**src/rtl/image_frame_writer_pkg.sv**
```systemverilog
// Shared types and defaults for the processed-pixel sink and its stream producer.
// Holds writer FSM encodings, default image geometry and producer operation codes.
package image_frame_writer_pkg;

  typedef enum logic [1:0] {
    WR_IDLE  = 2'd0,
    WR_RUN   = 2'd1,
    WR_DRAIN = 2'd2,
    WR_DONE  = 2'd3
  } wr_state_t;

  localparam int DEF_IMG_WIDTH  = 64;
  localparam int DEF_IMG_HEIGHT = 64;
  localparam int DEF_PIX_W      = 8;

  typedef enum logic [2:0] {
    OP_PASS      = 3'd0,
    OP_THRESHOLD = 3'd1,
    OP_BRIGHT    = 3'd2,
    OP_INVERT    = 3'd3,
    OP_CONTRAST  = 3'd4
  } pix_op_t;

endpackage

```
**src/rtl/pix_sync_fifo.sv**
```systemverilog
// Synchronous pixel FIFO with registered full/empty; push result visible one cycle later.
// No fall-through; push is ignored when full and pop is ignored when empty.
module pix_sync_fifo #(
  parameter int DEPTH = 8,
  parameter int WIDTH = 8
) (
  input  logic                       clk,
  input  logic                       rst,
  input  logic                       push,
  input  logic [WIDTH-1:0]           push_dat,
  input  logic                       pop,
  output logic [WIDTH-1:0]           head,
  output logic                       full,
  output logic                       empty,
  output logic [$clog2(DEPTH):0]     count
);

  localparam int AW = $clog2(DEPTH);

  logic [WIDTH-1:0] mem [DEPTH];
  logic [AW-1:0]    wr_ptr, rd_ptr;
  logic [AW:0]      cnt_nxt;
  logic             do_push, do_pop;

  assign do_push = push && !full;
  assign do_pop  = pop && !empty;
  assign head    = mem[rd_ptr];

  always_comb begin
    cnt_nxt = count;
    if (do_push && !do_pop)
      cnt_nxt = count + 1'b1;
    else if (do_pop && !do_push)
      cnt_nxt = count - 1'b1;
  end

  // Storage is cleared too so the write-data port reads zero out of reset.
  always_ff @(posedge clk) begin
    if (rst) begin
      for (int i = 0; i < DEPTH; i++) mem[i] <= '0;
      wr_ptr <= '0;
      rd_ptr <= '0;
      count  <= '0;
      full   <= 1'b0;
      empty  <= 1'b1;
    end else begin
      if (do_push) begin
        mem[wr_ptr] <= push_dat;
        wr_ptr      <= wr_ptr + 1'b1;
      end
      if (do_pop)
        rd_ptr <= rd_ptr + 1'b1;
      count <= cnt_nxt;
      full  <= (cnt_nxt == (AW+1)'(DEPTH));
      empty <= (cnt_nxt == '0);
    end
  end

endmodule

```
**src/rtl/image_frame_writer.sv**
```systemverilog
// Buffers one frame of pixels and writes them in raster order to a stallable frame memory.
// Pixel writable one cycle after accept; memory stalls fill the FIFO, then in_ready drops.
module image_frame_writer
  import image_frame_writer_pkg::*;
#(
  parameter int IMG_WIDTH  = DEF_IMG_WIDTH,
  parameter int IMG_HEIGHT = DEF_IMG_HEIGHT,
  parameter int PIX_W      = DEF_PIX_W,
  parameter int FIFO_DEPTH = 8,
  parameter int ADDR_W     = 12
) (
  input  logic              clk,
  input  logic              rst,
  input  logic              start,
  input  logic              in_valid,
  input  logic [PIX_W-1:0]  in_data,
  input  logic              in_last,
  output logic              in_ready,
  input  logic              mem_ready,
  output logic              mem_we,
  output logic [ADDR_W-1:0] mem_addr,
  output logic [PIX_W-1:0]  mem_wdata,
  output logic              busy,
  output logic              frame_done,
  output logic              frame_error,
  output logic [ADDR_W:0]   pix_count
);

  localparam int              CW       = $clog2(FIFO_DEPTH) + 1;
  localparam logic [ADDR_W:0] N_PIX    = (ADDR_W+1)'(IMG_WIDTH * IMG_HEIGHT);
  localparam logic [ADDR_W:0] LAST_IDX = (ADDR_W+1)'(IMG_WIDTH * IMG_HEIGHT - 1);

  wr_state_t        state, state_nxt;
  logic [ADDR_W:0]  acc_cnt, wr_cnt;
  logic             err_q;
  logic             fifo_full, fifo_empty;
  logic [CW-1:0]    fifo_cnt;
  logic [PIX_W-1:0] fifo_head;
  logic             accept, at_last_idx;

  assign in_ready    = (state == WR_RUN) && !fifo_full;
  assign accept      = in_valid && in_ready;
  assign at_last_idx = (acc_cnt == LAST_IDX);
  assign mem_we      = !fifo_empty && mem_ready && (state == WR_RUN || state == WR_DRAIN);
  assign mem_addr    = wr_cnt[ADDR_W-1:0];
  assign mem_wdata   = fifo_head;
  assign busy        = (state != WR_IDLE);
  assign frame_done  = (state == WR_DONE);
  assign frame_error = err_q;
  assign pix_count   = acc_cnt;

  pix_sync_fifo #(
    .DEPTH (FIFO_DEPTH),
    .WIDTH (PIX_W)
  ) u_fifo (
    .clk      (clk),
    .rst      (rst),
    .push     (accept),
    .push_dat (in_data),
    .pop      (mem_we),
    .head     (fifo_head),
    .full     (fifo_full),
    .empty    (fifo_empty),
    .count    (fifo_cnt)
  );

  always_comb begin
    state_nxt = state;
    case (state)
      WR_IDLE:  if (start) state_nxt = WR_RUN;
      WR_RUN:   if (accept && at_last_idx) state_nxt = WR_DRAIN;
      WR_DRAIN: if (fifo_cnt == '0 && wr_cnt == N_PIX) state_nxt = WR_DONE;
      WR_DONE:  state_nxt = WR_IDLE;
      default:  state_nxt = WR_IDLE;
    endcase
  end

  // A framing error never shortens the frame; completion is purely by pixel count.
  always_ff @(posedge clk) begin
    if (rst) begin
      state   <= WR_IDLE;
      acc_cnt <= '0;
      wr_cnt  <= '0;
      err_q   <= 1'b0;
    end else begin
      state <= state_nxt;
      if (state == WR_IDLE && start) begin
        acc_cnt <= '0;
        wr_cnt  <= '0;
        err_q   <= 1'b0;
      end else begin
        if (accept && acc_cnt != N_PIX)
          acc_cnt <= acc_cnt + 1'b1;
        if (mem_we)
          wr_cnt <= wr_cnt + 1'b1;
        if (accept && (in_last != at_last_idx))
          err_q <= 1'b1;
      end
    end
  end

endmodule

```
**config.mk**
```make
export PLATFORM = sky130hd
export DESIGN_NAME = image_frame_writer
export DESIGN_NICKNAME = d
export VERILOG_FILES = /design/src/rtl/image_frame_writer_pkg.sv /design/src/rtl/pix_sync_fifo.sv /design/src/rtl/image_frame_writer.sv
export SDC_FILE = /design/constraint.sdc
export NUM_CORES = 1
export LEC_CHECK = 0
export ABC_AREA = 1
export CORE_UTILIZATION = 60
export CTS_CLUSTER_DIAMETER = 30
export DETAILED_ROUTE_END_ITERATION = 12
export DONT_BUFFER_PORTS = 1
export MAX_ROUTING_LAYER = met4
export PLACE_DENSITY_LB_ADDON = 0.12
export SLEW_MARGIN = 30
export SYNTH_ARGS = -nofsm -noshare
export SYNTH_HDL_FRONTEND = slang
export SYNTH_SLANG_ARGS = --single-unit
```
**constraint.sdc**
```tcl
create_clock -name clk -period 5.5 [get_ports clk]
set_clock_uncertainty 0.1 [all_clocks]
set_input_delay 0.825 -clock clk [delete_from_list [all_inputs] [get_ports clk]]
set_output_delay 0.825 -clock clk [all_outputs]
set_load 0.05 [all_outputs]
```
* Yosys cells after proc, flatten, opt, wreduce, memory -nomap -nowiden
Memories as Yosys holds them, arrays and structs flattened. A register that Yosys moved wholly into a read port is not among the register bits.
Cells that the tools add are included.
** Storage, ports and cells
- Bits in registers :: 41
- Memory bits (writable) :: 64
- Memories :: 1
** Cells by class
- Equality and inequality tests :: 11
- Reductions and logical operators :: 25
- $add $sub $neg :: 6
- Mux-type cells :: 16
** Memory list
- u_fifo.mem :: words 8, bits a word 8, rd ports 1, clocked after memory_dff 1, write ports 8, line pix_sync_fifo.sv:20 : logic [WIDTH-1:0] mem [DEPTH];
** Operators with widths (count)
- 13-bit by 1-bit adder with 13-bit output, second input constant :: 2
- 13-bit by 12-bit == test with 1-bit output, second input constant :: 1
- 13-bit == test, second input constant :: 1
- 1-bit logical AND :: 13
- 13-bit inequality test, second input constant :: 1
- 3-bit two-way mux :: 3
- 4-bit zero test :: 2
- 4-bit two-way mux :: 2
- 8-bit two-way mux :: 1
- 2-bit case mux with 4 select lines :: 1
- 8-bit OR reduction :: 1
- 3-bit by 1-bit adder with 3-bit output, second input constant :: 2
- 1-bit two-way mux :: 6
- 2-bit two-way mux :: 3
- 4-bit by 1-bit adder with 4-bit output, second input constant :: 1
- 2-bit == test, second input constant :: 2
- 4-bit == test, second input constant :: 1
- 1-bit zero test :: 4
- 2-bit by 1-bit inequality test with 1-bit output, second input constant :: 2
- 4-bit by 1-bit subtractor with 4-bit output, second input constant :: 1
- 3-bit AND reduction :: 1
- 2-bit by 1-bit == test with 1-bit output, second input constant :: 1
- 2-bit zero test :: 1
- 2-bit inequality test, second input constant :: 1
- 4 further kinds :: 4

* Longest topological paths before layout
Gate-level depths: netlist of the first run.
- Depth in word-level cells :: 9
- Depth in mapped cells :: 12
- Depth with buffers taken out :: 12

* Modules after synthesis
Synthesis of the first run repeated with hierarchy kept, for this count alone.
** Second synthesis, totals
- Cells, all modules :: 638
- Area total of the unflattened synthesis :: 5575.3 um^2
** By module, submodules not included
- pix_sync_fifo :: area an instance 3626.0 um^2, instances 1, cells an instance 357
- image_frame_writer :: area an instance 1949.4 um^2, instances 1, cells an instance 281

* Worst setup path before layout of the first run
No wires, ideal clock.
- Path type :: register to output
- Start :: reg (tool-made name)
- End :: out mem_wdata[3]
- Cell stages (with the launch flop) :: 6
- Buffers on the path :: 1
- Path slack :: 3.235 ns
- Data arrival time :: 1.340 ns
- Path through :: dfxtp_1 > clkbuf_1 > nor2_1 > o32ai_1 > nand2_1 > nand2_1
** RTL lines
- end: declaration :: line image_frame_writer.sv:22 : output logic [PIX_W-1:0] mem_wdata,

==> results.env, run 1 <==
YS_TOP_CELLS_BY_COUNT='nor2_1 (157), nand2_1 (125), edfxtp_1 (64)'
SYNTH-ASYNC-RESET-RATIO_PCT=0
GLOBALROUTEOVERFLOWTOTAL=0
CRITPATHLAUNCHTYPE='flip-flop'
PLACE.GP.CONGESTION=0.9244
POSTCTSSETUPREPAIRBUFS=0
SYNTH_WARNINGS=0
LAYOUT_WORST_PATH_CYCLE_SHARE_PCT=66.47
NNETSFINAL=665
PEAKVDDDROP_mV=0.2001
MIN-DELAY-PATH-CLASS='reg2reg'
FIRST_PASS_ITERS=5
DPL_WORST_SLACK_NS=2.287
SHARE_OF_POST_ROUTE_CELLS_WITH_DRIVE_STRENGTH_ABOVE_1_PCT=7.621
POSTSYNTHREGISTERBITS=108
CP_DATA_REQUIRED_TIME_NS=4.58
RESULT_OF_THE_RUN='complete, no violations'
WL_MET2_UM=6246
SYNTH_LARGEST_AREA_CELL='edfxtp_1'
DETAIL_ROUTE_ANTENNA_NETS=0
SYNTH-SEQ-AREA-SHARE_PCT=51.28
POST_SYNTH_TOP_FLOP='edfxtp_1'
TIMING.FINAL.WS_SETUP_NS=1.844
CPLARGESTDELAYFAMILY='flip-flops'
PERIOD_NEEDED_NS=3.656
DRT-VIAS-PER-INSTANCE=5.754
FINAL_NUMBER_OF_MAX_TRANSITION_VIOLATIONS=0
POST_DRT_WL_PER_CELL_UM=16.45
GRT_MAX_DEGREE=34
GRT_ANTENNA_BEFORE_REPAIR=0
AVG_CELL_AREA_SYN_SQ_UM=8.344
DETAIL_ROUTE.ITER0.VIOLATIONS=191
FLOORPLAN.DIE.WIDTH_UM=97.44
SYN-INSTANCE-COUNT=655
FIRST_PASS_GRT_WIRE_LENGTH_UM=20180
CLKSLEWWORSTSETUPHOLDPATHS_NS=0.11
ROUTED-WL-MET3_UM=755
CAP_VIOLATIONS=0
SYNTH.MOST_COMMON_CELL='nor2_1'
SYNTH_TOP_AREA_SHARE_PCT=35.16
FLOORPLAN.IO_PINS=52
CP_DATA_ARRIVAL_TIME_NS=2.73
GRTUSAGETOTAL_PCT=27.78
CTS_HTREE_LEVELS=3
CELLLEAKAGEPOWER_uW=0.002183
WL_MET1_UM=5214
VIAS_IN_THE_FIRST_GLOBAL_ROUTE=4102
TOP_CELL_BY_COUNT_WORST_PATH='nand2_1'
SETUP_VIOL_COUNT_FINAL=0
ROWS=34
CHIPHEIGHT_UM=97.44
WORSTMARGINPINSLEW_NS=0.9109
SETUP_TNS_NS=0
CLK-INSERTION-DELAY-LATE_NS=0.37
MAX_SLEW_MARGIN_PCT=39.19
WORST_SETUP_PATH_END_KIND='output port'
PORT-BUFFER-COUNT=0
ROUTED-VIA-COUNT=4321
FINALWIRELENGTH_UM=12350
INITIAL_UTILIZATION_PCT=62.36
SYN-CELL-AREA_SQ_UM=5465
DR.MAX_LAYER_USED='met4'
CTSLONGESTPATHBUFFERS=2
DIE-AREA_SQ_UM=9495
WORST_PATH_LARGEST_CELL_DELAY_NS=0.93
CTS-RESIZED-GATES=0
PLACE_HPWL_UM=8894
NETLIST-CELL-TYPE-COUNT=33
HOLD_VIOLATIONS=0
SYNTH.AREA.TOP_CELLS='edfxtp_1 (35%), dfxtp_1 (16%), nor2_1 (11%)'
CTS_MADE_BUFFERS=9
AREA_GROWTH_PCT=3.137
POWER_DENSITY_nW_PER_UM2=370.8
PLACEABLECOREAREA_SQ_UM=8763
WORST_PATH_MAX_DELAY_CELL='dfxtp_1'
UTILIZATION_PCT=64.32
CTS_HOLD_REPAIR.BUFFERS=0
REGISTER_TO_REGISTER_SETUP_SLACK_NS=3.19
POST_SYNTH_NET_TOTAL=682
N_ANTENNA_CELL=0
POST-ROUTE-DRC-COUNT=0
CTS_TREE='yes'
CRIT_FANOUT=33
TIMING.CRITICAL_PATH.BUF_INV=1
SYNTH-EDFF-COUNT=64
CRITICAL_PATH_CELL_BY_CELL='inv_1 > nor2_1 > o32ai_1 > nand2_1 > nand2_1'
CTS_ROOT_BUF='clkbuf_8'
GRT_SETUP_UNREPAIRED='no'
MAX_CLOCK_FREQ_MHz=273.5
CRITICALPATHCATEGORY='reg2out'
CLOCK_SINKS=108
layout by cell type (no fill, tap or decap):
master      Yosys  routed
clkinvlp_4      0       2
clkbuf_8        0       9
nand3_1        19      19
nor3_1         11      11
clkinv_4        0       1
or2_2           2       2
inv_4           1       1
dfxtp_2         0       1
xnor2_1         2       2
inv_2           2       2
nor2_1        157     157
bufinv_16       0       1
o32ai_1        16      16
nor3_2          2       2
xor2_1          8       8
nand4_1         9       9
nor2_8          1       1
inv_1          60      60
clkbuf_1       10       1
nand3_2         6       6
nor2_2          6       6
nand2_4         1       1
inv_8           0       1
a21oi_2         3       3
nand2_2         5       5
nand2_1       125     125
nor2_4          3       3
a211oi_1        1       1
edfxtp_1       64      64
inv_6           0       1
dfxtp_1        44      43
a21oi_1        31      31
o21ai_0        30      30
ha_1           13      13
o21ai_1         3       3
nand3_4         1       1
clkinv_1        1       1
through the flow:
step           hold WS (ns)  power, uW  cells  cell area, sq um
5_1_grt              0.3925       2203    751              5637
3_3_place_gp         0.3366       1584    735              5434
2_1_floorplan        0.3264       1503    655              5465
4_1_cts              0.3560       2093    751              5635
6_report             0.3573       2090    751              5637
3_5_place_dp         0.3417       1602    735              5434
state kept, by name, indices dropped and copies added, names as in the netlist, named ones only:
name	flops
u_fifo.rd_ptr	3
u_fifo.empty	1
u_fifo.count	4
wr_cnt	13
state	2
frame_error	1
u_fifo.full	1
pix_count	13
u_fifo.wr_ptr	3
u_fifo.mem	64
final timing paths:
| check | start | to | depth (start not counted) |
|---|---|---|---|
| worst max-delay path | flip-flop | mem_wdata[5] | 5 |
| worst min-delay path | u_fifo.rd_ptr[2] | flip-flop | 1 |
| worst max register to register | pix_count[0] | pix_count[2] | 7 |
| worst min register to register | u_fifo.rd_ptr[2] | flip-flop | 1 |
routing by layer:
metal | global-route usage, % | up-vias
met3 | 4.029 | 17
li1 | - | 2104
met4 | 7.240 | 0
met5 | - | -
met2 | 47.50 | 134
met1 | 34.72 | 2066
power by group:
| part | internal [uW] | leakage, uW | switching (uW) | total (uW) |
|---|---|---|---|---|
| Clock | 217 | 0.0000950 | 288 | 505 |
| Combinational | 157 | 0.00107 | 436 | 593 |
| Sequential | 914 | 0.00102 | 78.4 | 992 |
area by class of cell:
cell class	count	area [sq um]
tap	108	135.1
multi-input combinational	455	2253
sequential	108	2804
fill	788	3127
inverter	64	242.7
clock buffer	10	127.6
clock inverter	6	73.82
worst register-to-register path, cell delays in order, from the launching register on:
cell     delay (ns)
dfxtp_1        0.72
inv_1          0.21
ha_1           0.25
nand3_1        0.09
nor2_1         0.07
a21oi_2        0.46
o21ai_0        0.18
a21oi_1        0.15
cell families after synthesis:
group / synth area share, %
buf+inv: 7.486
compound gates: 9.043
flops: 51.28
xor+xnor: 1.603
fa+ha+maj: 2.976
simple gates: 27.61
No activity file was read; power rests on OpenSTA's default activity.
==> run 2, diff against run 1 <==
- CORE_UTILIZATION: 60 -> 57
- clock period: 5.5 -> 3.2 ns (I/O delays scaled with it)
==> results.env, run 2 (synthesis results as in run 1) <==
CP_DATA_REQUIRED_TIME_NS=2.62
GRT_MAX_DEGREE=33
FIRST_PASS_GRT_WIRE_LENGTH_UM=19080
LAYOUT_COMMONEST_CELL='nor2_1'
N_ANTENNA_CELL=0
INSTANCES_NO_FILL=779
DETAIL_ROUTE.ITER0.VIOLATIONS=171
R2R-START='pix_count[1]'
PORT-BUFFER-COUNT=0
PEAKVDDDROP_mV=0.3840
PLACE_HPWL_UM=8733
SETUP_VIOL_COUNT_FINAL=0
MAX_CLOCK_FREQ_MHz=349.8
COMB_POWER_SHARE_PCT=29.8
GRT_SETUP_UNREPAIRED='no'
CHIPHEIGHT_UM=99.92
LARGEST_REGISTER_FFS=64
FLOORPLAN.IO_PINS=52
PLACEABLECOREAREA_SQ_UM=9284
CTS_MADE_BUFFERS=9
AREA_GROWTH_PCT=4.533
SHARE_OF_POST_ROUTE_CELLS_WITH_DRIVE_STRENGTH_ABOVE_1_PCT=8.615
FLOORPLAN.DIE.WIDTH_UM=99.92
CTS_HTREE_LEVELS=3
HOLDPATHEND='u_fifo.count[1]'
WORSTMARGINPINSLEW_NS=0.8903
DETAIL_ROUTE_ANTENNA_NETS=0
MAX_SLEW_MARGIN_PCT=40.57
PSW_uW=1397
MIN-DELAY-PATH-CLASS='in2reg'
CTSLONGESTPATHBUFFERS=2
HOLDCRITSTARTPOINT='rst'
POWER_REPORT.INTERNAL_TOTAL_uW=2176
HOLD_VIOLATIONS=0
POWER_DENSITY_nW_PER_UM2=625.5
FINAL_NUMBER_OF_MAX_TRANSITION_VIOLATIONS=0
SWITCHING_SHARE_PCT=39.10
LAYOUT_WORST_PATH_CYCLE_SHARE_PCT=89.33
PERIOD_NEEDED_NS=2.858
CLKPWRFRAC_PCT=23.3
POSTCTSSETUPREPAIRBUFS=0
CTS-RESIZED-GATES=0
FIRST_PASS_ITERS=5
DIE-AREA_SQ_UM=9984
CELLLEAKAGEPOWER_uW=0.002226
CLOCK_SINKS=108
PLACE.GP.CONGESTION=0.9073
NNETSFINAL=672
POST-ROUTE-DRC-COUNT=0
CRITPATHLAUNCHTYPE='flip-flop'
TIMING.FINAL.WS_SETUP_NS=0.3416
SEQ_POWER_SHARE_PCT=46.9
CTS_ROOT_BUF='clkbuf_8'
ROWS=35
DRT-VIAS-PER-INSTANCE=5.390
WORST_SETUP_PATH_END_KIND='output port'
NUMPLACEDINSTANCES=763
DEPTH_OF_THE_WORST_HOLD_TIMING_PATH=1
CRIT_FANOUT=32
VIAS_IN_THE_FIRST_GLOBAL_ROUTE=4057
REGISTER_TO_REGISTER_SETUP_SLACK_NS=0.94
RR_ENDPOINT='pix_count[2]'
CRITICALPATHCATEGORY='reg2out'
INITIAL_UTILIZATION_PCT=58.87
RESULT_OF_THE_RUN='complete, no violations'
GRTUSAGETOTAL_PCT=25.57
CAP_VIOLATIONS=0
N_FILL_CELL=872
CTS_TREE='yes'
CLKSLEWWORSTSETUPHOLDPATHS_NS=0.12
GRT_ANTENNA_BEFORE_REPAIR=0
REG2REG_DEPTH=7
ROUTED-VIA-COUNT=4199
CTS_HOLD_REPAIR.BUFFERS=0
DPL_WORST_SLACK_NS=0.8147
GLOBALROUTEOVERFLOWTOTAL=0
POST_DRT_WL_PER_CELL_UM=15.16
REGMOSTFLOPS='u_fifo.mem'
FINALWIRELENGTH_UM=11810
LAYOUT.CELLS.MOST_COMMON_LIST='nor2_1 (157), nand2_1 (125), edfxtp_1 (64)'
SETUP_TNS_NS=0
CLK-INSERTION-DELAY-LATE_NS=0.38
CP_DATA_ARRIVAL_TIME_NS=2.28
[run 2: cell count changes in the layout (fill, tap and decap cells not counted)]
cell and delta:
dfxtp_2 -1, clkinv_4 -1, inv_6 +3, clkinvlp_4 -2, buf_4 +7, clkinv_8 +1, clkbuf_1 -1, dfxtp_1 +1
clkbuf_8 +1, bufinv_16 -1
[run 2: worst max-delay path, cell delays in order (launching register included)]
cell and delay, ns:
dfxtp_1 0.92, o21ai_0 0.26, o32ai_1 0.24, nand2_1 0.09
nand2_1 0.39
[run 2: layout make-up]
type / count / area, sq um / area share, %
clock inverter: 6 / 62.56 / 1.095
inverter: 64 / 242.7 / 4.249
multi-input combinational: 455 / 2253 / 39.44
clock buffer: 10 / 137.6 / 2.409
tap: 129 / 161.4 / 2.825
timing repair buffer: 7 / 52.55 / 0.9198
sequential: 108 / 2803 / 49.06
[run 2: per-layer routing]
layer / share of wire [%] / global-route usage, %
met5: 0 / -
met4: 1.2 / 8.484
met3: 4.9 / 4.805
met2: 52 / 45.09
met1: 42 / 29.30
[run 2: worst max path at each step]
stage | depth (start not counted) | slack (ns) | endpoint | start
finish | 4 | 0.34 | mem_wdata[5] | flip-flop
global route | 4 | 0.15 | mem_wdata[5] | flip-flop
CTS | 4 | 0.39 | mem_wdata[5] | flip-flop
detailed placement | 4 | 0.81 | mem_wdata[5] | flip-flop
global placement | 4 | 0.92 | mem_wdata[7] | flip-flop
floorplan | 5 | 1.28 | mem_wdata[3] | flip-flop
[run 2: stage by stage]
step	power [uW]	utilization (%)	cell area, sq um	hold WS, ns
floorplan	2583	-	5465	0.3264
global placement	2730	59.38	5513	0.3348
detailed placement	2766	59.38	5513	0.3487
CTS	3590	61.54	5713	0.04645
global route	3774	61.54	5713	0.03265
finish	3574	61.54	5713	0.06115
[run 2: power by group through the flow]
| stage | Sequential (uW) | Combinational [uW] | Clock (uW) |
|---|---|---|---|
| finish | 1680 | 1060 | 833 |
| global route | 1690 | 1180 | 904 |
| CTS | 1680 | 1060 | 849 |
| detailed placement | 1710 | 1060 | 0 |
| global placement | 1700 | 1030 | 0 |
| floorplan | 1670 | 911 | 0 |
